<file path="src/rtl/adder_share_arbiter.sv">
// Round-robin arbiter sharing one pipelined adder among NUM_REQ requesters.
// Define ADDER_SHARE_STATS_EN to add saturating per-requester grant counters.
module adder_share_arbiter #(
  parameter int NUM_REQ = 4,
  parameter int WIDTH   = 32,
  parameter int LATENCY = 2
) (
  input  logic                     clk,
  input  logic                     rst_n,
  input  logic                     arb_en,
  input  logic [NUM_REQ-1:0]       req_valid,
  output logic [NUM_REQ-1:0]       req_ready,
  input  logic [NUM_REQ*WIDTH-1:0] req_x,
  input  logic [NUM_REQ*WIDTH-1:0] req_y,
  output logic [WIDTH-1:0]         add_x,
  output logic [WIDTH-1:0]         add_y,
  input  logic [WIDTH-1:0]         add_out,
  output logic [NUM_REQ-1:0]       rsp_valid,
  output logic [WIDTH-1:0]         rsp_data,
`ifdef ADDER_SHARE_STATS_EN
  input  logic                     stat_clr,
  output logic [NUM_REQ*16-1:0]    stat_grants,
`endif
  output logic                     busy
);

  localparam int IW = (NUM_REQ > 1) ? $clog2(NUM_REQ) : 1;

  logic [IW-1:0]      rr_ptr;
  logic [IW-1:0]      rr_next;
  logic [NUM_REQ-1:0] gnt;
  logic [IW-1:0]      gnt_id;
  logic               hs;
  logic               found;
  logic [IW:0]        idx;

  logic [LATENCY-1:0] tag_v;
  logic [IW-1:0]      tag_id [LATENCY];

  // Search from rr_ptr upward with wrap; first requester found wins.
  always_comb begin
    gnt    = '0;
    gnt_id = '0;
    found  = 1'b0;
    idx    = '0;
    if (rst_n && arb_en) begin
      for (int k = 0; k < NUM_REQ; k++) begin
        idx = {1'b0, rr_ptr} + (IW+1)'(k);
        if (idx >= (IW+1)'(NUM_REQ)) begin
          idx = idx - (IW+1)'(NUM_REQ);
        end
        if (!found && req_valid[idx[IW-1:0]]) begin
          found  = 1'b1;
          gnt_id = idx[IW-1:0];
          gnt[idx[IW-1:0]] = 1'b1;
        end
      end
    end
  end

  assign hs        = found;
  assign req_ready = gnt;

  always_comb begin
    add_x = '0;
    add_y = '0;
    for (int i = 0; i < NUM_REQ; i++) begin
      if (gnt[i]) begin
        add_x = req_x[i*WIDTH +: WIDTH];
        add_y = req_y[i*WIDTH +: WIDTH];
      end
    end
  end

  always_comb begin
    rr_next = rr_ptr;
    if (hs) begin
      if (gnt_id == IW'(NUM_REQ-1)) begin
        rr_next = '0;
      end else begin
        rr_next = gnt_id + IW'(1);
      end
    end
  end

  always_ff @(posedge clk or negedge rst_n) begin
    if (!rst_n) begin
      rr_ptr <= '0;
    end else begin
      rr_ptr <= rr_next;
    end
  end

  // Tag pipeline mirrors the adder latency; it never stalls.
  always_ff @(posedge clk or negedge rst_n) begin
    if (!rst_n) begin
      tag_v <= '0;
      for (int i = 0; i < LATENCY; i++) begin
        tag_id[i] <= '0;
      end
    end else begin
      tag_v[0]  <= hs;
      tag_id[0] <= gnt_id;
      for (int i = 1; i < LATENCY; i++) begin
        tag_v[i]  <= tag_v[i-1];
        tag_id[i] <= tag_id[i-1];
      end
    end
  end

  assign busy = |tag_v;

  always_comb begin
    rsp_valid = '0;
    for (int i = 0; i < NUM_REQ; i++) begin
      if (tag_v[LATENCY-1] && tag_id[LATENCY-1] == IW'(i)) begin
        rsp_valid[i] = 1'b1;
      end
    end
  end

  // Gate by tag valid so stale adder output never leaks out.
  assign rsp_data = tag_v[LATENCY-1] ? add_out : '0;

`ifdef ADDER_SHARE_STATS_EN
  logic [15:0] cnt [NUM_REQ];

  always_ff @(posedge clk or negedge rst_n) begin
    if (!rst_n) begin
      for (int i = 0; i < NUM_REQ; i++) begin
        cnt[i] <= '0;
      end
    end else begin
      for (int i = 0; i < NUM_REQ; i++) begin
        if (stat_clr) begin
          cnt[i] <= '0;
        end else if (gnt[i] && cnt[i] != 16'hFFFF) begin
          cnt[i] <= cnt[i] + 16'd1;
        end
      end
    end
  end

  always_comb begin
    stat_grants = '0;
    for (int i = 0; i < NUM_REQ; i++) begin
      stat_grants[i*16 +: 16] = cnt[i];
    end
  end
`endif

endmodule

</file>
<file path="config.mk">
export PLATFORM = sky130hd
export DESIGN_NAME = adder_share_arbiter
export DESIGN_NICKNAME = d
export VERILOG_FILES = /design/src/rtl/adder_share_arbiter.sv
export SDC_FILE = /design/constraint.sdc
export NUM_CORES = 1
export LEC_CHECK = 0
export ABC_AREA = 1
export BUFFER_PORTS_ARGS = -buffer_cell sky130_fd_sc_hd__buf_2
export CAP_MARGIN = 20
export CORE_AREA = 2 2 154 156
export CTS_CLUSTER_DIAMETER = 30
export CTS_CLUSTER_SIZE = 30
export DETAILED_ROUTE_END_ITERATION = 16
export DIE_AREA = 0 0 156 158
export GPL_TIMING_DRIVEN = 0
export HOLD_SLACK_MARGIN = 0.1
export MAX_ROUTING_LAYER = met4
export SYNTH_ARGS = -nofsm -noshare
export SYNTH_HDL_FRONTEND = slang
export SYNTH_SLANG_ARGS = --single-unit
</file>
<file path="constraint.sdc">
create_clock -name clk -period 3 [get_ports clk]
set_clock_uncertainty 0.1 [all_clocks]
set_input_delay 0.6 -clock clk [delete_from_list [all_inputs] [get_ports clk]]
set_output_delay 0.6 -clock clk [all_outputs]
set_load 0.005 [all_outputs]
</file>
## Word level (Yosys, flattened, before mapping)

Index checks and enable logic that the tools add are counted.

- Shift operators: 0
- Equal/unequal tests: 4
- Add/sub/neg operators: 8
- Bitwise operators: 3
- $lt $le $gt $ge: 12
- Mux-type cells: 59
- Reductions and logical operators: 17
- Multiply operators: 0
- Divide/modulo/power cells: 0

Operators with widths:

| cell | count |
|---|---|
| $mux 32 | 9 |
| $mux 4 | 8 |
| $mux 2 | 14 |
| $mux 1 | 20 |
| $logic_and 1x1->1 | 12 |
| $lt 2x3->1 const B | 4 |
| $or 4x4->4 | 3 |
| $ge 3x3->1 const B | 3 |
| $bmux 1 s2 | 4 |
| $demux 1 s2 | 4 |
| $ge 2x1->1 const B | 4 |
| $sub 2x1->2 const B | 4 |
| $add 2x2->3 const B | 2 |
| $eq 2x2->1 const B | 3 |
| $add 2x1->3 const B | 1 |
| $ge 2x3->1 const B | 1 |
| $logic_not 1->1 | 3 |
| $add 2x1->2 const B | 1 |
| $eq 2x1->1 const B | 1 |
| $logic_not 2->1 | 1 |
| $reduce_or 2->1 | 1 |

- Output and inout port bits: 105
- Bits of input ports: 295
- Memory bits (read-only): 0
- Memories kept: 0
- Latch bits: 0
- Bits in registers: 8
- Logic and storage cells: 107
- Bits in writable memories: 0

## Depth between registers and ports, before layout

Gate-level depths: netlist of the first run.

- Word-level depth: 23
- Depth in mapped cells: 17

## Worst setup path before layout of the first run

Ideal clock, no wire load.

- Kind: register to output
- From: reg rr_ptr[0]
- To: out add_x[10]
- Slack: 127 ps
- Stages on the path, launching flop included: 16
- Data arrival time: 2173 ps
- Buffers on the path: 2
- Cell sequence: dfrtp_1 inv_2 ha_1 inv_1 nand3_1 nand2_1 nor2_2 a21oi_2 nand3_1 buf_4 clkbuf_4 nand3_1 nand2_1 inv_1 o21ai_1 nand2_1

- Longest elaborated chain between the ends: 23
- Elaborated cells on any way between the ends: 74
- Those cells by class: 7 x add/sub; 12 x order compare; 42 x mux; 3 x bitwise; 10 x reduce/logical

Ends and longest elaborated chain:

| item | line | text |
|---|---|---|
| start: declaration | 29 | `logic [IW-1:0] rr_ptr;` |
| start signal: assignment | 90 | `rr_ptr <= rr_next;` |
| branches (longest 17 deep; another with $add 2x1->3) | - |  |
| $mux 4 (*) | 52 | `if (!found && req_valid[idx[IW-1:0]]) begin` |
| $mux 4 (*) | 46 | `if (rst_n && arb_en) begin` |
| $mux 32 (3 in a row) | 68 | `if (gnt[i]) begin` |
| $mux 32 (*) | 68 |  |
| end: declaration | 15 | `output logic [WIDTH-1:0] add_x,` |

Every way passes the cells marked *. The select of a mux whose other input is x is not followed.

## Worst setup path after layout of the first run

- From: reg rr_ptr[1]
- To: out add_y[28]

- Longest elaborated chain between the ends: 23
- Elaborated cells on any way between the ends: 74
- Those cells by class: 7 x add/sub; 12 x order compare; 42 x mux; 3 x bitwise; 10 x reduce/logical

Ends and longest elaborated chain:

| item | line | text |
|---|---|---|
| branches (longest 17 deep; another with $add 2x1->3) | - |  |
| $mux 4 (*) | 52 |  |
| $mux 4 (*) | 46 |  |
| $mux 32 (3 in a row) | 68 |  |
| $mux 32 (*) | 68 |  |
| end: declaration | 16 | `output logic [WIDTH-1:0] add_y,` |

Marks and branches as above.

==> flow_summary.yaml, run 1 <==
worst_setup_path:
  crit_family: "simple AND/OR/NAND/NOR gates"
  arrival_ps: 2660
  cp-start-kind: "flop"
  cp_max_fo: 10
  cp_slowest_cell: "dfrtp_2"
  path_class: "reg2out"
  reg2regPathDepth: 15
  worst-path-stages: 16
  cpMostUsedCell: "nand2_2"
  path_cells: "clkinvlp_4 -> ha_4 -> inv_4 -> nand2_2 -> nand2_2 -> nor2_4 -> buf_4 -> nand4_1 -> nand3_2 -> nand2_2 -> buf_12 -> buf_4 -> nor2_1 -> o21ai_1 -> nand2_1 -> buf_2"
  required_ps: 2300
  endpoint_kind: "primary output"
  cpPeakStageDelay_ps: 390
  worstPathBufferInverterCount: 6
synth:
  synth_xor_area_frac: 0
  synthAdderAreaFrac: 0.0195
  yosysUniqueCellTypes: 27
  avgSynthCellArea_sq_um: 4.67
  synth_edf_count: 0
  async_flop_share: 1.00
  synth_mux_area_frac: 0
  yosysWarnings: 0
  synthFlopType: "dfrtp_1"
  ys_seq_elements: 8
  synth-compound-area-share: 0.0839
  yosys.area_share.simple: 0.591
  netlist_area_sq_um: 4490
  synth_cells: 962
  syn_nets: 1264
  synth_top_family_by_area: "simple AND/OR/NAND/NOR gates"
  synth.yosys.seq_area_share: 0.0446
sta:
  fin_ws_ps: -357
  hold_violations: 0
  rsz0062_at_grt: "true"
  setup_viol: 66
  fin_crit_ps: 3360
  worstMarginPinSlew_ps: 685
  fmax_ghz: 0.298
  report.final.slew_viol_count: 0
  finalCritPeriodShare: 1.12
  max-slew-margin-rel: 0.543
detailed_routing:
  drcViolationCount: 0
  dr.pass1.iters: 7
  vias: 7512
  ant_nets: 0
  avgViaCountPerCell: 4.43
  drt_iter0_markers: 552
  wire_per_inst_microns: 15.0
  wirelength_microns: 25400
placed_design:
  portBuffers: 399
  hpwl_microns: 19400
  pre_cts_ws_ps: -678
  dpl_cell_area_sq_um: 6850
  place_congestion: 0.925
clocking:
  numCtsBuffers: 3
  cts_root_buf: "clkbuf_16"
  cts_buffer_depth: 2
  cts_tree: "built"
  cts_hold_buf: 0
  h-tree-depth: 1
  cts_sinks: 8
  path_clk_slew_ps: 40
  clkLatencyLatePin_ps: 240
global_route:
  grt_pass1_vias: 6577
  grt_pass1_wl_microns: 35700
  grt_usage: 0.191
  grt_max_degree: 11
  antenna_found_initial: 1
  gr-total-overflow: 0
power:
  p_leak_nw: 5.42
  ir_drop_mv: 0.510
  powerDensity_nw_per_um2: 897
cells_and_area:
  fin_nets: 1710
  fin_util: 0.343
  final_cell_mix: "407 x buf_2, 308 x nand2_1, 182 x nand3_1"
  final_common_cell: "buf_2"
  area_growth_pct: 76.1
  drive_gt1_frac: 0.423
  final_area_sq_um: 7900
floorplan:
  die_h_microns: 158
  num_rows: 56
  core-area_sq_um: 23100
  io_pins: 400
  start_util: 0.195
  fp.dieArea_sq_um: 24600
  die_w_microns: 156
min_path:
  min_path_type: "in2async"
flow_run:
  cap_viol_max_count: 0
outcome:
  violations: "negative setup slack"
  status: "finished, violations left"
==> where the power goes <==
part | internal, mW | switching, mW | total (mW)
Sequential | 0.150 | 0.0354 | 0.186
Clock | 0.172 | 0.0550 | 0.227
Combinational | 3.05 | 3.63 | 6.68
==> worst paths after layout <==
path / startpoint / to / slack (ps)
min in group clk: tag_id[3] / tag_id[1] / 240
max in group asynchronous: rst_n / rr_ptr[1] / 2500
setup reg to reg: rr_ptr[1] / rr_ptr[1] / 950
hold / removal: rst_n / tag_id[1] / 110
hold reg to reg: tag_id[3] / tag_id[1] / 240
setup / recovery: rr_ptr[1] / add_y[28] / -360
==> metrics by stage <==
| step | hold slack (ps) | total power, mW | TNS, ps | std cells |
|---|---|---|---|---|
| after floorplan | 204 | 3.33 | 0 | 962 |
| after global placement | 231 | 5.10 | -36950 | 1651 |
| after detailed placement | 235 | 5.12 | -38010 | 1651 |
| after CTS | 110 | 6.63 | -12120 | 1691 |
| after global routing | 117 | 7.78 | -25870 | 1697 |
| final | 106 | 7.09 | -16790 | 1697 |
==> layout make-up <==
cell class | instances | area (sq um)
Tap cell | 290 | 363
Clock buffer | 3 | 75.1
Buffer | 71 | 688
Antenna cell | 1 | 2.50
Fill cell | 2654 | 15100
Inverter | 185 | 706
Multi-Input combinational cell | 696 | 3400
Sequential cell | 8 | 203
Timing Repair Buffer | 443 | 2460
==> state kept, by name, indices dropped and copies added (netlist names) <==
| signal | count |
|---|---|
| tag_id | 4 |
| tag_v | 2 |
| rr_ptr | 2 |
==> what timing repair did <==
item / CTS / global route
setup endpoints to repair: 68 / 68
buffers inserted: 34 / 3
gates cloned: 4 / 3
pin swaps: 10 / 31
resized for setup: 108 / 59
==> logic make-up (layout without fill, tap and decap cells) <==
kind of cell | Yosys count | in the layout
simple gates | 616 | 616
compound gates | 73 | 73
other cells | 0 | 1
fa+ha+maj | 7 | 7
flops | 8 | 8
buf+inv | 258 | 702
==> cells in the mapped netlist, types with 2 or more instances <==
cell type / instances / area [sq um]
nor3_1: 5 / 25.0
ha_1: 7 / 87.6
nand2_1: 322 / 1210
inv_1: 181 / 679
clkbuf_4: 3 / 22.5
o21ai_1: 60 / 300
nand4_1: 3 / 18.8
nand3_2: 5 / 50.1
clkbuf_1: 16 / 60.1
dfrtp_1: 8 / 200
a21oi_1: 2 / 10.0
o21ai_0: 7 / 35.0
nor2_1: 67 / 251
inv_2: 4 / 15.0
nand3_1: 205 / 1030
buf_4: 18 / 135
buf_6: 13 / 146
buf_2: 22 / 110
nand2_2: 4 / 25.0
nor2_4: 2 / 22.5
a21boi_0: 2 / 15.0
==> layer usage <==
layer | wire, microns | track usage | part of all wire | vias to the layer above
met5 | 0 | - | 0 | -
met4 | 337 | 0.0284 | 0.013 | 0
met3 | 1560 | 0.0156 | 0.061 | 28
met2 | 12000 | 0.324 | 0.47 | 331
met1 | 11500 | 0.255 | 0.45 | 3327
li1 | - | - | - | 3826
Note: power is estimated with default switching activity, not from simulation.
==> run 2: changes to the inputs <==
--- a/config.mk
+++ b/config.mk
@@ -5,14 +5,13 @@
 export SDC_FILE = /design/constraint.sdc
 export NUM_CORES = 1
 export LEC_CHECK = 0
-export ABC_AREA = 1
 export BUFFER_PORTS_ARGS = -buffer_cell sky130_fd_sc_hd__buf_2
 export CAP_MARGIN = 20
-export CORE_AREA = 2 2 154 156
+export CORE_AREA = 2 2 156 158
 export CTS_CLUSTER_DIAMETER = 30
 export CTS_CLUSTER_SIZE = 30
 export DETAILED_ROUTE_END_ITERATION = 16
-export DIE_AREA = 0 0 156 158
+export DIE_AREA = 0 0 158 160
 export GPL_TIMING_DRIVEN = 0
 export HOLD_SLACK_MARGIN = 0.1
 export MAX_ROUTING_LAYER = met4
==> flow_summary.yaml, run 2 <==
global_route:
  gr-total-overflow: 0
  antenna_found_initial: 1
  grt_pass1_vias: 4969
  grt_usage: 0.148
  grt_max_degree: 11
  grt_pass1_wl_microns: 27900
floorplan:
  die_w_microns: 158
  num_rows: 57
  die_h_microns: 160
  start_util: 0.135
  io_pins: 400
  fp.dieArea_sq_um: 25300
  core-area_sq_um: 23800
worst_setup_path:
  worst-path-stages: 13
  reg2regPathDepth: 11
  path_class: "reg2out"
  cpMostUsedCell: "buf_6"
  cp_slowest_cell: "mux4_2"
  arrival_ps: 3090
  required_ps: 2300
  endpoint_kind: "primary output"
  worstPathBufferInverterCount: 7
  cpPeakStageDelay_ps: 530
  cp_max_fo: 6
  cp-start-kind: "flop"
  path_cells: "buf_6 -> buf_6 -> mux4_2 -> buf_6 -> a2111oi_4 -> a21o_1 -> buf_6 -> a21oi_4 -> buf_12 -> clkbuf_16 -> a221oi_4 -> o21ai_1 -> buf_2"
  crit_family: "buffers and inverters"
clocking:
  path_clk_slew_ps: 30
  cts_buffer_depth: 2
  cts_sinks: 8
  numCtsBuffers: 3
  cts_hold_buf: 0
  cts_root_buf: "clkbuf_16"
  clkLatencyLatePin_ps: 230
  h-tree-depth: 1
  cts_tree: "built"
synth:
  yosysWarnings: 0
  synthFlopType: "dfrtp_1"
  synth.yosys.seq_area_share: 0.0622
  synthTopCellsByCount: "77 x nand2_1, 66 x o21ai_0, 64 x o21ai_1, 60 x a221oi_2, 33 x and2_1"
  synth.top_cell.area_share: 0.280
  synth_top_area_cell: "a221oi_2"
  synth_area_leaders: "a221oi_2 28%, o21ai_0 10%, o21ai_1 10%"
  synth_edf_count: 0
  ys_seq_elements: 8
  synth_cells: 439
  async_flop_share: 1.00
  avgSynthCellArea_sq_um: 7.33
  synth.most_common_cell: "nand2_1"
  netlist_area_sq_um: 3220
  yosysUniqueCellTypes: 45
  syn_nets: 741
sta:
  hold_ws_ps: 119
  report.final.slew_viol_count: 0
  rsz0062_at_grt: "true"
  finalCritPeriodShare: 1.26
  fin_ws_ps: -792
  fin_crit_ps: 3790
  tns_ps: -47490
  worstMarginPinSlew_ps: 379
  setup_viol: 67
  hold_violations: 0
  max-slew-margin-rel: 0.745
  fmax_ghz: 0.264
placed_design:
  dpl_cell_area_sq_um: 5710
  portBuffers: 399
  pre_cts_ws_ps: -1740
  place_congestion: 0.835
  hpwl_microns: 15900
detailed_routing:
  ant_nets: 0
  wl_met3_microns: 1310
  dr.pass1.iters: 5
  drcViolationCount: 0
  drt_iter0_markers: 284
  vias: 5305
  avgViaCountPerCell: 4.42
  wire_per_inst_microns: 17.3
  dr_wl_met2_microns: 10200
  wirelength_microns: 20700
  top_layer_used: "met4"
  wl_met1_microns: 8820
cells_and_area:
  final_common_cell: "buf_2"
  regMostFlops: "tag_id"
  top_regs: "tag_id: 4 flops, rr_ptr: 2 flops, tag_v: 2 flops"
  fin_nets: 1180
  final_cell_mix: "397 x buf_2, 76 x nand2_1, 62 x o21ai_0, 62 x o21ai_1, 45 x a221oi_2"
  area_growth_pct: 113
  final_area_sq_um: 6850
  largest_register_ff_count: 4
  drive_gt1_frac: 0.661
outcome:
  violations: "negative setup slack"
  status: "finished, violations left"
flow_run:
  cap_viol_max_count: 0
power:
  powerDensity_nw_per_um2: 686
  ir_drop_mv: 0.323
  p_leak_nw: 3.35
  power_mw: 4.70
min_path:
  min_path_type: "in2async"
run 2: metal layers:
layer | GRT usage | vias up
li1 | - | 2548
met1 | 0.180 | 2475
met2 | 0.257 | 260
met3 | 0.0166 | 22
met4 | 0.0397 | 0
met5 | - | -
run 2: stage by stage:
step / utilization / std cells
floorplan: - / 439
global placement: 0.240 / 1162
detailed placement: 0.240 / 1162
CTS: 0.269 / 1190
global route: 0.287 / 1201
finish: 0.287 / 1201
run 2: cells by family after synthesis:
family	synth area share
AO/OA/AOI/OAI	0.547
buffers and inverters	0.114
adder cells (fa/ha/maj)	0.0272
flip-flops	0.0622
multiplexers	0.0404
XOR/XNOR	0.00544
AND/OR/NAND/NOR	0.203
run 2: final timing paths:
check	endpoint	slack, ps	from
min in group clk	tag_id[0]	240	tag_id[2]
worst max register to register	rr_ptr[1]	620	rr_ptr[0]
max in group asynchronous	rr_ptr[1]	2480	rst_n
worst max-delay path	add_x[3]	-790	rr_ptr[1]
worst min-delay path	tag_v[1]	120	rst_n
worst min register to register	tag_id[0]	240	tag_id[2]
run 2: what timing repair did:
| action | in CTS | in global routing |
|---|---|---|
| setup buffers | 22 | 7 |
| gates resized for setup | 100 | 65 |
| pin swaps | 46 | 57 |
| gates cloned | 6 | 4 |
| endpoints found under the setup margin | 68 | 68 |
run 2: report_power, final:
group	leakage, nW	internal [mW]	switching (mW)
combinational	3.21	2.23	2.08
sequential	0.102	0.142	0.0267
clock	0.0370	0.171	0.0469
total	3.35	2.54	2.16
run 2: cell type report:
cell class | count | area (sq um)
Inverter | 7 | 43.8
Timing Repair Buffer | 438 | 2530
Sequential cell | 8 | 201
Tap cell | 324 | 405
Antenna cell | 1 | 2.50
Multi-Input combinational cell | 371 | 3010
Buffer | 49 | 581
Fill cell | 2631 | 17000
Clock buffer | 3 | 75.1
